`config.mk`:
```
export PLATFORM = sky130hd
export DESIGN_NAME = tmds_channel_encoder_flat
export DESIGN_NICKNAME = d
export VERILOG_FILES = /design/src/rtl/tmds_channel_encoder_if.sv /design/src/rtl/tmds_channel_encoder.sv /design/src/flat_wrapper.sv
export SDC_FILE = /design/constraint.sdc
export NUM_CORES = 1
export LEC_CHECK = 0
export ABC_AREA = 1
export BUFFER_PORTS_ARGS = -buffer_cell sky130_fd_sc_hd__buf_2
export CAP_MARGIN = 20
export CORE_ASPECT_RATIO = 1.2
export CORE_UTILIZATION = 63
export DETAILED_ROUTE_END_ITERATION = 16
export PLACE_DENSITY_LB_ADDON = 0.1
export SLEW_MARGIN = 20
export SYNTH_ARGS = -nofsm -noshare
export SYNTH_HDL_FRONTEND = slang
export SYNTH_SLANG_ARGS = --single-unit
```
`constraint.sdc`:
```
create_clock -name clock_pixel -period 9.9 [get_ports clock_pixel]
set_input_delay 0.495 -clock clock_pixel [delete_from_list [all_inputs] [get_ports clock_pixel]]
set_output_delay 0.495 -clock clock_pixel [all_outputs]
set_load 0.01 [all_outputs]
```
`src/rtl/tmds_channel_encoder_if.sv`:
```
// Pixel-side bundle for one TMDS channel encoder.
// master: drives iVD/iCD/iVDE and observes oTMDS/oDisparity.
// slave: the encoder side of the same bundle.
interface tmds_channel_encoder_if;
    logic [7:0]        iVD;
    logic [1:0]        iCD;
    logic              iVDE;
    logic [9:0]        oTMDS;
    logic signed [4:0] oDisparity;

    modport master (
        output iVD, iCD, iVDE,
        input  oTMDS, oDisparity
    );

    modport slave (
        input  iVD, iCD, iVDE,
        output oTMDS, oDisparity
    );
endinterface

```
`src/rtl/tmds_channel_encoder.sv`:
```
// DVI 8b/10b TMDS channel encoder with running disparity.
// Ports: clock_pixel, reset (sync, active-high), bus (slave):
//   iVD data byte, iCD {C1,C0}, iVDE active video,
//   oTMDS symbol (bit 0 first), oDisparity signed running disparity.
// Latency 2 clocks; define TMDS_OUTREG_EN for an extra output
// register (latency 3).
module tmds_channel_encoder #(
    parameter logic [1:0] CTRL_RESET = 2'b00
) (
    input logic                   clock_pixel,
    input logic                   reset,
    tmds_channel_encoder_if.slave bus
);

    function automatic logic [9:0] ctrl_sym(input logic [1:0] c);
        logic [9:0] s;
        case (c)
            2'b00:   s = 10'h354;
            2'b01:   s = 10'h0AB;
            2'b10:   s = 10'h154;
            default: s = 10'h2AB;
        endcase
        return s;
    endfunction

    localparam logic [9:0] RESET_SYM = ctrl_sym(CTRL_RESET);

    // Stage 1: transition-minimising q_m
    logic [3:0] n1_d;
    logic       use_xnor;
    logic [8:0] qm_d;

    assign n1_d     = 4'($countones(bus.iVD));
    assign use_xnor = (n1_d > 4'd4) ||
                      ((n1_d == 4'd4) && !bus.iVD[0]);

    always_comb begin
        logic [8:0] q;
        q    = '0;
        q[0] = bus.iVD[0];
        for (int i = 1; i < 8; i++) begin
            q[i] = use_xnor ? ~(q[i-1] ^ bus.iVD[i])
                            :  (q[i-1] ^ bus.iVD[i]);
        end
        q[8] = ~use_xnor;
        qm_d = q;
    end

    logic       vde_r;
    logic [1:0] cd_r;
    logic [8:0] qm_r;

    always_ff @(posedge clock_pixel) begin
        if (reset) begin
            vde_r <= 1'b0;
            cd_r  <= CTRL_RESET;
            qm_r  <= '0;
        end else begin
            vde_r <= bus.iVDE;
            cd_r  <= bus.iCD;
            qm_r  <= qm_d;
        end
    end

    // Stage 2: DC balancing against running disparity
    logic signed [4:0] n1;
    logic signed [4:0] n0;
    logic signed [4:0] diff;
    logic signed [4:0] cnt;
    logic signed [4:0] cnt_d;
    logic [9:0]        sym_d;
    logic [9:0]        sym_r;
    logic              q8;

    assign n1   = 5'($countones(qm_r[7:0]));
    assign n0   = 5'sd8 - n1;
    assign diff = n1 - n0;
    assign q8   = qm_r[8];

    always_comb begin
        sym_d = ctrl_sym(cd_r);
        cnt_d = '0;
        if (vde_r) begin
            unique case (1'b1)
                (cnt == 5'sd0) || (diff == 5'sd0): begin
                    sym_d = {~q8, q8, q8 ? qm_r[7:0] : ~qm_r[7:0]};
                    cnt_d = q8 ? cnt + diff : cnt - diff;
                end
                ((cnt > 5'sd0) && (diff > 5'sd0)) ||
                ((cnt < 5'sd0) && (diff < 5'sd0)): begin
                    sym_d = {1'b1, q8, ~qm_r[7:0]};
                    cnt_d = cnt + (q8 ? 5'sd2 : 5'sd0) - diff;
                end
                default: begin
                    sym_d = {1'b0, q8, qm_r[7:0]};
                    cnt_d = cnt - (q8 ? 5'sd0 : 5'sd2) + diff;
                end
            endcase
        end
    end

    always_ff @(posedge clock_pixel) begin
        if (reset) begin
            sym_r <= RESET_SYM;
            cnt   <= '0;
        end else begin
            sym_r <= sym_d;
            cnt   <= cnt_d;
        end
    end

`ifdef TMDS_OUTREG_EN
    logic [9:0]        out_sym;
    logic signed [4:0] out_disp;

    always_ff @(posedge clock_pixel) begin
        if (reset) begin
            out_sym  <= 10'h354;
            out_disp <= '0;
        end else begin
            out_sym  <= sym_r;
            out_disp <= cnt;
        end
    end

    assign bus.oTMDS      = out_sym;
    assign bus.oDisparity = out_disp;
`else
    assign bus.oTMDS      = sym_r;
    assign bus.oDisparity = cnt;
`endif

endmodule

```
`src/flat_wrapper.sv`:
```
// flat-port wrapper written by rule: the top's interface ports become plain ports
module tmds_channel_encoder_flat 
#(
    parameter logic [1:0] CTRL_RESET = 2'b00
)
  (clock_pixel, reset, bus_iVD, bus_iCD, bus_iVDE, bus_oTMDS, bus_oDisparity);
  tmds_channel_encoder_if bus_i ();
  input logic clock_pixel;
  input logic reset;
  input wire logic [$bits(bus_i.iVD)-1:0] bus_iVD;
  input wire logic [$bits(bus_i.iCD)-1:0] bus_iCD;
  input wire logic [$bits(bus_i.iVDE)-1:0] bus_iVDE;
  output wire logic [$bits(bus_i.oTMDS)-1:0] bus_oTMDS;
  output wire logic [$bits(bus_i.oDisparity)-1:0] bus_oDisparity;
  assign bus_i.iVD = bus_iVD;
  assign bus_i.iCD = bus_iCD;
  assign bus_i.iVDE = bus_iVDE;
  assign bus_oTMDS = bus_i.oTMDS;
  assign bus_oDisparity = bus_i.oDisparity;
  tmds_channel_encoder #(.CTRL_RESET(CTRL_RESET)) u_core (.clock_pixel(clock_pixel), .reset(reset), .bus(bus_i));
endmodule
```
Word-level counts from Yosys, hierarchy flattened
Index checks and enable logic that the tools add are counted.
W data, S select, Z words.
{"block": "totals", "romBits": 0, "ff_bits": 27, "mem_count": 0, "output_inout_bits": 15, "ramBits": 0, "latch_bits": 0}
{"block": "classes", "order_cmp": 5, "shift": 0, "n_div": 0, "muxes": 15, "reduce_logical": 11, "n_bitwise": 18, "n_mul": 0, "add_sub_neg": 22, "eq_ne": 3}
{"cell": "$add A5 B5 Y5", "n": 6}
{"cell": "$pmux W10 S3", "n": 1}
{"cell": "$pmux W10 S2", "n": 1}
{"cell": "$sub A5 B5 Y5", "n": 4}
{"cell": "$add A1 B1 Y2", "n": 8}
{"cell": "$add A4 B4 Y4", "n": 3}
{"cell": "$gt A5 B1 Y1 const B", "n": 2}
{"cell": "$logic_not A5 Y1", "n": 2}
{"cell": "$lt A5 B1 Y1 const B", "n": 2}
{"cell": "$mux W10", "n": 1}
{"cell": "$not A1 Y1", "n": 10}
{"cell": "$pmux W5 S2", "n": 1}
{"cell": "$mux W8", "n": 1}
{"cell": "$not A8 Y8", "n": 1}
{"cell": "$mux W1", "n": 7}
{"cell": "$xor A1 B1 Y1", "n": 7}
{"cell": "$mux W5", "n": 1}
{"cell": "$sub A5 B5 Y5 const A", "n": 1}
{"cell": "$eq A4 B3 Y1 const B", "n": 1}
{"cell": "$gt A4 B3 Y1 const B", "n": 1}
{"cell": "$mux W2", "n": 2}
{"cell": "$logic_and A1 B1 Y1", "n": 3}
{"cell": "$logic_or A1 B1 Y1", "n": 3}
{"cell": "$eq A2 B1 Y1 const B", "n": 1}
{"cell": "4 further kinds", "n": 4}

Longest topological paths before layout
Gate-level depths: netlist (run 1).
{"block": "depth", "depth_word": 25, "mapped_depth": 20, "mapped_depth_nobuf": 20}

Worst setup path before layout (run 1)
Ideal clock, no wire load.
{"block": "synth_path", "path_kind": "register -> register", "from": "register u_core.qm_r[7]", "to": "register u_core.cnt[4], in the netlist u_core.bus.oDisparity[4]", "path_slack_ps": 6229, "t_required_ps": 9779, "setup_ps": 121, "arrival_ps": 3550, "synth_period_minus_slack_ps": 3671, "stages_incl_launch_ff": 17, "cell_sequence": "dfxtp_1 ha_1 inv_1 fa_1 inv_1 fa_1 ha_1 fa_1 xor2_1 inv_1 ha_1 xnor2_1 or2_2 nand3_1 o21ai_1 inv_2 a21oi_1"}
{"block": "synth_via", "elab_chain_len": 9}
{"element": "start, declared", "line": "tmds_channel_encoder.sv:51", "text": "logic [8:0] qm_r;"}
{"element": "start signal, assigned", "line": "tmds_channel_encoder.sv:61", "text": "qm_r <= qm_d;"}
{"element": "$add A1 B1 Y2 (implied by the code) *", "line": "tmds_channel_encoder.sv:75", "text": "assign n1 = 5'($countones(qm_r[7:0]));"}
{"element": "$add A5 B5 Y5 (implied by the code) * (2 in a row)", "line": "tmds_channel_encoder.sv:75"}
{"element": "$sub A5 B5 Y5", "line": "tmds_channel_encoder.sv:76", "text": "assign n0 = 5'sd8 - n1;"}
{"element": "$sub A5 B5 Y5 *", "line": "tmds_channel_encoder.sv:77", "text": "assign diff = n1 - n0;"}
{"element": "$gt A5 B1 Y1 / $lt A5 B1 Y1 (equally long branches)", "line": "tmds_channel_encoder.sv:89, tmds_channel_encoder.sv:90"}
{"element": "$logic_and A1 B1 Y1 (on tied branches)", "line": "tmds_channel_encoder.sv:89, tmds_channel_encoder.sv:90"}
{"element": "$logic_or A1 B1 Y1", "line": "tmds_channel_encoder.sv:89", "text": "((cnt > 5'sd0) && (diff > 5'sd0)) ||"}
{"element": "$pmux W5 S2 *", "line": "tmds_channel_encoder.sv:84", "text": "unique case (1'b1)"}
{"element": "end signal, assigned", "line": "tmds_channel_encoder.sv:108", "text": "cnt <= cnt_d;"}
{"element": "end, declared", "line": "tmds_channel_encoder.sv:69", "text": "logic signed [4:0] cnt;"}
Every way passes the cells marked *; elsewhere a longest branch is shown, timed or not.
A chain may end at the register's enable or synchronous reset.

Worst setup path in the final report (run 1)
{"block": "layout_path", "from": "register u_core.qm_r[6]", "to": "register u_core.cnt[4], in the netlist u_core.bus.oDisparity[4]"}
The elaborated chain is that of the path after synthesis.

==> results of run 1 <==
-- routing by layer --
metal  vias up  routed length, um
met5         -                  0
met4         0                100
met3         7                122
met2        31               2300
met1       822               1870
li1        990                  -
-- kinds of logic (layout without fill, tap and decap cells) --
| kind of cell | after synthesis | in the layout |
|---|---|---|
| adders and majority gates | 44 | 44 |
| DFF | 27 | 27 |
| buffers and inverters | 69 | 95 |
| AOI/OAI and AO/OA | 35 | 35 |
| xor gates and xnor gates | 7 | 7 |
| and+or+nand+nor | 120 | 120 |
-- state kept, by name, indices dropped and copies added (netlist names), named ones only --
signal	cells
u_core.bus.oDisparity	4
u_core.bus.oTMDS	10
u_core.cd_r	2
u_core.qm_r	9
u_core.vde_r	1
-- worst max-delay path, delay by kind of cell (launching register included) --
| kind | cells | cell delay [ns] |
|---|---|---|
| buffers and inverters | 4 | 0.22 |
| adder cells (fa/ha/maj) | 7 | 2.46 |
| flip-flops | 1 | 0.34 |
| AO/OA/AOI/OAI | 3 | 0.63 |
| AND/OR/NAND/NOR | 3 | 0.19 |
-- synth_stat cells (3+ instances only) --
cell type   n
nand3_2     3
nand2_1    65
nand3_1    23
inv_1      56
ha_1       31
nor2_1     16
o21ai_0    10
inv_2       8
nand2_4     3
xor2_1      3
a21oi_1    18
fa_1       13
xnor2_1     4
nand2_2     5
clkbuf_1    4
dfxtp_1    27
-- stage by stage --
step | cell area (um^2) | worst slack [ns] | cells
global placement | 2420 | 6.08 | 361
global route | 2470 | 5.69 | 365
floorplan | 2260 | 6.23 | 302
detailed placement | 2420 | 5.99 | 361
CTS | 2470 | 5.98 | 365
finish | 2470 | 6.01 | 365
-- layout make-up --
| type | count | area, um^2 |
|---|---|---|
| Sequential cell | 27 | 541 |
| Clock buffer | 3 | 41.3 |
| Multi-Input combinational cell | 206 | 1460 |
| Clock inverter | 1 | 7.51 |
| Tap cell | 37 | 46.3 |
| Fill cell | 288 | 930 |
| Timing Repair Buffer | 27 | 135 |
| Inverter | 64 | 240 |
-- final timing paths --
kind | startpoint | to | depth (start not counted)
worst max register to register | u_core.qm_r[6] | u_core.bus.oDisparity[4] | 17
worst max-delay path | u_core.qm_r[6] | u_core.bus.oDisparity[4] | 17
worst min register to register | flop | flop | 2
worst min-delay path | bus_iVDE | u_core.vde_r | 3
-- power groups by stage --
stage | Clock (uW) | Combinational, uW | Sequential (uW)
after floorplan | 0 | 556 | 151
after global placement | 0 | 687 | 150
after detailed placement | 0 | 703 | 151
after CTS | 67.1 | 708 | 148
after global routing | 72.1 | 814 | 152
final | 65.5 | 701 | 148
==> flow_metrics.env, run 1 <==
export IMPL_max_cap_violations=0
export IMPL_ys_warnings_count=0
export IMPL_clock_path_buffers=2
export IMPL_io_buffers=27
export IMPL_core_um2=3400
export IMPL_nets=386
export IMPL_synth_fa_ha_area_share_pct=28.7
export IMPL_r2r_slack_ns=6.01
export IMPL_drtIter0Drc=60
export IMPL_grt_overflow_total=0
export IMPL_die_h_um=67.6
export IMPL_ys_seq_area_share_pct=23.9
export IMPL_drv_slew=0
export IMPL_cp_common_cell="ha_1"
export IMPL_grt_antenna_before_repair=0
export IMPL_vias_per_cell=5.07
export IMPL_power_uw=915
export IMPL_p_leak_uw=0.00133
export IMPL_final_common_cell="nand2_1"
export IMPL_syn_num_nets=359
export IMPL_final_core_util_pct=72.6
export IMPL_fmax_mhz=257
export IMPL_grt_pass1_vias=1857
export IMPL_critPathMaxFanout=4
export IMPL_vias=1850
export IMPL_cts_tree="done"
export IMPL_finalWirelength_um=4390
export IMPL_fin_crit_ns=3.89
export IMPL_p_sw_share_pct=51.4
export IMPL_top_usage_layer="met2"
export IMPL_min_period_over_period_pct=39.3
export IMPL_final_cell_mix="65 x nand2_1, 56 x inv_1, 31 x ha_1"
export IMPL_use_met3_pct=2.49
export IMPL_final_setup_viol_count=0
export IMPL_insertion_delay_ns=0.28
export IMPL_crit_slowest_cell="fa_1"
export IMPL_track_usage_pct=26.8
export IMPL_syn_area_per_cell_um2=7.49
export IMPL_synth_top_area_share_pct=23.9
export IMPL_routedWlPerCell_um=12.0
export IMPL_yosys_area_top_type="dfxtp_1"
export IMPL_worstPathRequired_ns=10.12
export IMPL_cts_sinks=27
export IMPL_start_util_pct=66.6
export IMPL_met1_usage_pct=29.3
export IMPL_gp_congestion=0.895
export IMPL_power_frac_comb_pct=76.6
export IMPL_dp_hpwl_um=3610
export IMPL_synthMuxAreaShare_pct=0
export IMPL_ctsRootBufferMaster="clkbuf_8"
export IMPL_finalSetupTns_ns=0
export IMPL_layout_drive_gt1_share_pct=16.5
export IMPL_synth_edf_count=0
export IMPL_synth_xor_area_share_pct=2.71
export IMPL_finalHoldViolCount=0
export IMPL_areaGrowthSynthToFinish_pct=9.02
export IMPL_synth_compound_area_share_pct=8.35
export IMPL_dominantRegCellSynth="dfxtp_1"
export IMPL_worst_pin_slew_ns=0.617
export IMPL_grt_pass1_wl_um=7790
export IMPL_netlist_cell_type_count=29
export IMPL_setup_worst_path_end_class="flop"
export IMPL_holdCritPathClass="in -> reg"
export IMPL_clock_skew_final_ns=0.0100
export IMPL_cts_buffers=3
export IMPL_rows=23
export IMPL_final_antenna_net_count=0
export IMPL_die_area_um2=3840
export IMPL_status="finished, violations left"
export IMPL_power_share_clock_pct=7.2
export IMPL_seq_power_share_pct=16.2
export IMPL_cts_max_level=1
export IMPL_switching_power_uw=470
export IMPL_max_slew_margin_pct=58.8
export IMPL_path_cells="ha_1 -> inv_1 -> fa_1 -> inv_1 -> fa_1 -> ha_1 -> fa_1 -> ha_1 -> inv_1 -> ha_1 -> nand2_1 -> nor2_1 -> a211oi_1 -> nor2_1 -> o21ai_1 -> inv_2 -> a21oi_1"
export IMPL_antenna_cells=0
export IMPL_clk_pin_slew_ns=0.10
export IMPL_post_cts_buffers=0
export IMPL_power_density_nw_per_um2=371
export IMPL_slowest_delay_ns=0.51
export IMPL_drc=2
export IMPL_critical_path_class="reg -> reg"
export IMPL_ys_top_cells_by_area="dfxtp_1 24%, ha_1 17%, fa_1 12%"
export IMPL_grt_max_degree=17
export IMPL_cp_data_arrival_time_ns=4.12
export IMPL_yosys_area_share_simple_pct=24.6
export IMPL_rsz0062_at_grt="false"
export IMPL_use_met2_pct=51.6
export IMPL_syn_inst=302
export IMPL_synth_top_family_by_area="adder cells"
export IMPL_violations="DRC"
export IMPL_ys_ff_latch=27
export IMPL_cts_resized=0
export IMPL_whs_ns=0.405
export IMPL_vdd_drop_max_mv=0.147
export IMPL_setup_worst_path_start_class="flop"
export IMPL_hold_buffers=0
export IMPL_synth_area_um2=2260
export IMPL_firstDrtPassIters=10
export IMPL_pin_count=28
export IMPL_internal_power_uw=444
export IMPL_async_reset_ff_share_pct=0
export IMPL_die_w_um=56.7
No activity file was read; power rests on OpenSTA's default activity.
==> run 2, diff against run 1 <==
CORE_UTILIZATION = 58   (was 63)
clock period = 3.6 ns   (was 9.9 ns; I/O delays follow)
==> run 2 against run 1 <==
Against the previous run:
- the flow finishes with violations (setup timing)
- fmax up 7.6%
- final cell count rose by 8.5%
- wire length grew 15%
- flip-flop and latch count unchanged
- global-route usage decreased by 0.50 points
- via count rose by 7.4%
- final area increased by 13%
- register-to-register slack lost 6.0 ns
- highest routed layer unchanged
==> flow_metrics.env, run 2 (synthesized netlist as in run 1, its figures left out) <==
export IMPL_insertion_delay_ns=0.28
export IMPL_holdCritPathClass="in -> reg"
export IMPL_setup_worst_path_end_class="flop"
export IMPL_gp_congestion=0.876
export IMPL_ctsRootBufferMaster="clkbuf_8"
export IMPL_worstPathRequired_ns=3.81
export IMPL_timing_rr_start="u_core.qm_r[2]"
export IMPL_hold_buffers=0
export IMPL_track_usage_pct=26.3
export IMPL_setup_ws_ns=-0.0192
export IMPL_die_area_um2=4150
export IMPL_drc=0
export IMPL_die_h_um=70.4
export IMPL_routedWlPerCell_um=12.8
export IMPL_cts_max_level=1
export IMPL_final_cell_mix="64 x nand2_1, 48 x inv_1, 27 x buf_2"
export IMPL_dp_hpwl_um=3860
export IMPL_nets=402
export IMPL_critical_path_class="reg -> reg"
export IMPL_drv_slew=0
export IMPL_rows=24
export IMPL_finalSetupTns_ns=-0.0192
export IMPL_max_cap_violations=0
export IMPL_layout_drive_gt1_share_pct=30.5
export IMPL_finalWirelength_um=5060
export IMPL_dpl_cell_area_um2=2580
export IMPL_layout_cells_non_filler=396
export IMPL_cts_tree="done"
export IMPL_finalHoldViolCount=0
export IMPL_io_buffers=27
export IMPL_clock_skew_final_ns=0.00285
export IMPL_rsz0062_at_grt="true"
export IMPL_violations="setup timing"
export IMPL_post_cts_buffers=0
export IMPL_pin_count=28
export IMPL_start_util_pct=61.2
export IMPL_worst_pin_slew_ns=0.701
export IMPL_firstDrtPassIters=5
export IMPL_vias_per_cell=5.02
export IMPL_final_common_cell="nand2_1"
export IMPL_ff2ff_path_depth=14
export IMPL_min_to="u_core.cd_r[0]"
export IMPL_grt_overflow_total=0
export IMPL_setup_worst_path_start_class="flop"
export IMPL_max_slew_margin_pct=52.8
export IMPL_final_antenna_net_count=0
export IMPL_final_setup_viol_count=1
export IMPL_cts_sinks=27
export IMPL_fin_area_um2=2780
export IMPL_cp_data_arrival_time_ns=3.83
export IMPL_die_w_um=59.0
export IMPL_grt_pass1_vias=1941
export IMPL_core_um2=3690
export IMPL_areaGrowthSynthToFinish_pct=22.8
export IMPL_drtIter0Drc=92
export IMPL_hold_path_cell_count=3
export IMPL_fmax_mhz=276
export IMPL_critPathMaxFanout=3
export IMPL_min_period_over_period_pct=101
export IMPL_holdCritStartpoint="bus_iCD[0]"
export IMPL_vias=1986
export IMPL_grt_pass1_wl_um=8230
export IMPL_grt_max_degree=17
export IMPL_largest_reg_flops=10
export IMPL_fin_crit_ns=3.62
export IMPL_antenna_cells=0
export IMPL_cts_buffers=3
export IMPL_r2r_end="u_core.bus.oDisparity[4]"
export IMPL_dp_cells=392
export IMPL_clock_path_buffers=2
export IMPL_status="finished, violations left"
export IMPL_r2r_slack_ns=-0.02
export IMPL_grt_antenna_before_repair=0
export IMPL_whs_ns=0.0898
export IMPL_clk_pin_slew_ns=0.10
run 2: changes by cell type in the layout (fill, tap and decap cells not counted), sizes merged:
cell / delta
buf: +16
run 2: what timing repair did:
| action | in CTS | in global routing |
|---|---|---|
| setup endpoints to repair | 13 | 13 |
| endpoints found under the hold margin | 0 | 0 |
| pin swaps | 8 | 8 |
| gates resized for setup | 22 | 22 |
run 2: layout make-up:
type / count / area, um^2
clock buffers: 3 / 41.3
clock inverters: 1 / 7.51
fillers: 319 / 915
inverters: 64 / 243
multi-input cells: 206 / 1610
flip-flops and latches: 27 / 546
well taps: 52 / 65.1
repair buffers: 43 / 270
run 2: worst max-delay path: stages, from the launching register on:
cell	delay (ns)
dfxtp_2	0.35
ha_4	0.16
fa_1	0.50
fa_1	0.56
ha_2	0.18
fa_2	0.46
ha_1	0.32
inv_2	0.06
ha_1	0.33
a21oi_2	0.20
or2_4	0.14
nand3_2	0.06
o21ai_1	0.11
inv_2	0.04
a21oi_1	0.10
run 2: through the flow:
stage | util (%) | setup WS [ns]
3_3_place_gp | 69.8 | -0.145
6_report | 75.2 | -0.0192
5_1_grt | 75.2 | -0.163
2_1_floorplan | - | 0.00218
4_1_cts | 73.1 | -0.0154
3_5_place_dp | 69.8 | -0.267
run 2: routing by layer:
metal / track usage, % / vias to the layer above / wire, um
li1: - / 1016 / -
met1: 29.3 / 918 / 2080
met2: 48.9 / 42 / 2790
met3: 3.15 / 10 / 101
met4: 10.6 / 0 / 88
met5: 0 / - / 0
run 2: worst max path at each step:
| stage | start | endpoint | depth (start not counted) |
|---|---|---|---|
| 2_1_floorplan | u_core.qm_r[7] | u_core.bus.oDisparity[4] | 17 |
| 3_3_place_gp | u_core.qm_r[6] | u_core.bus.oDisparity[4] | 17 |
| 3_5_place_dp | u_core.qm_r[6] | u_core.bus.oDisparity[4] | 17 |
| 4_1_cts | u_core.qm_r[3] | u_core.bus.oDisparity[4] | 18 |
| 5_1_grt | u_core.qm_r[2] | u_core.bus.oDisparity[4] | 15 |
| 6_report | u_core.qm_r[2] | u_core.bus.oDisparity[4] | 14 |
Power of run 2 is left out: the tool's default activity adds up to more than one toggle a clock period on the data nets, which glitch-free logic cannot reach.
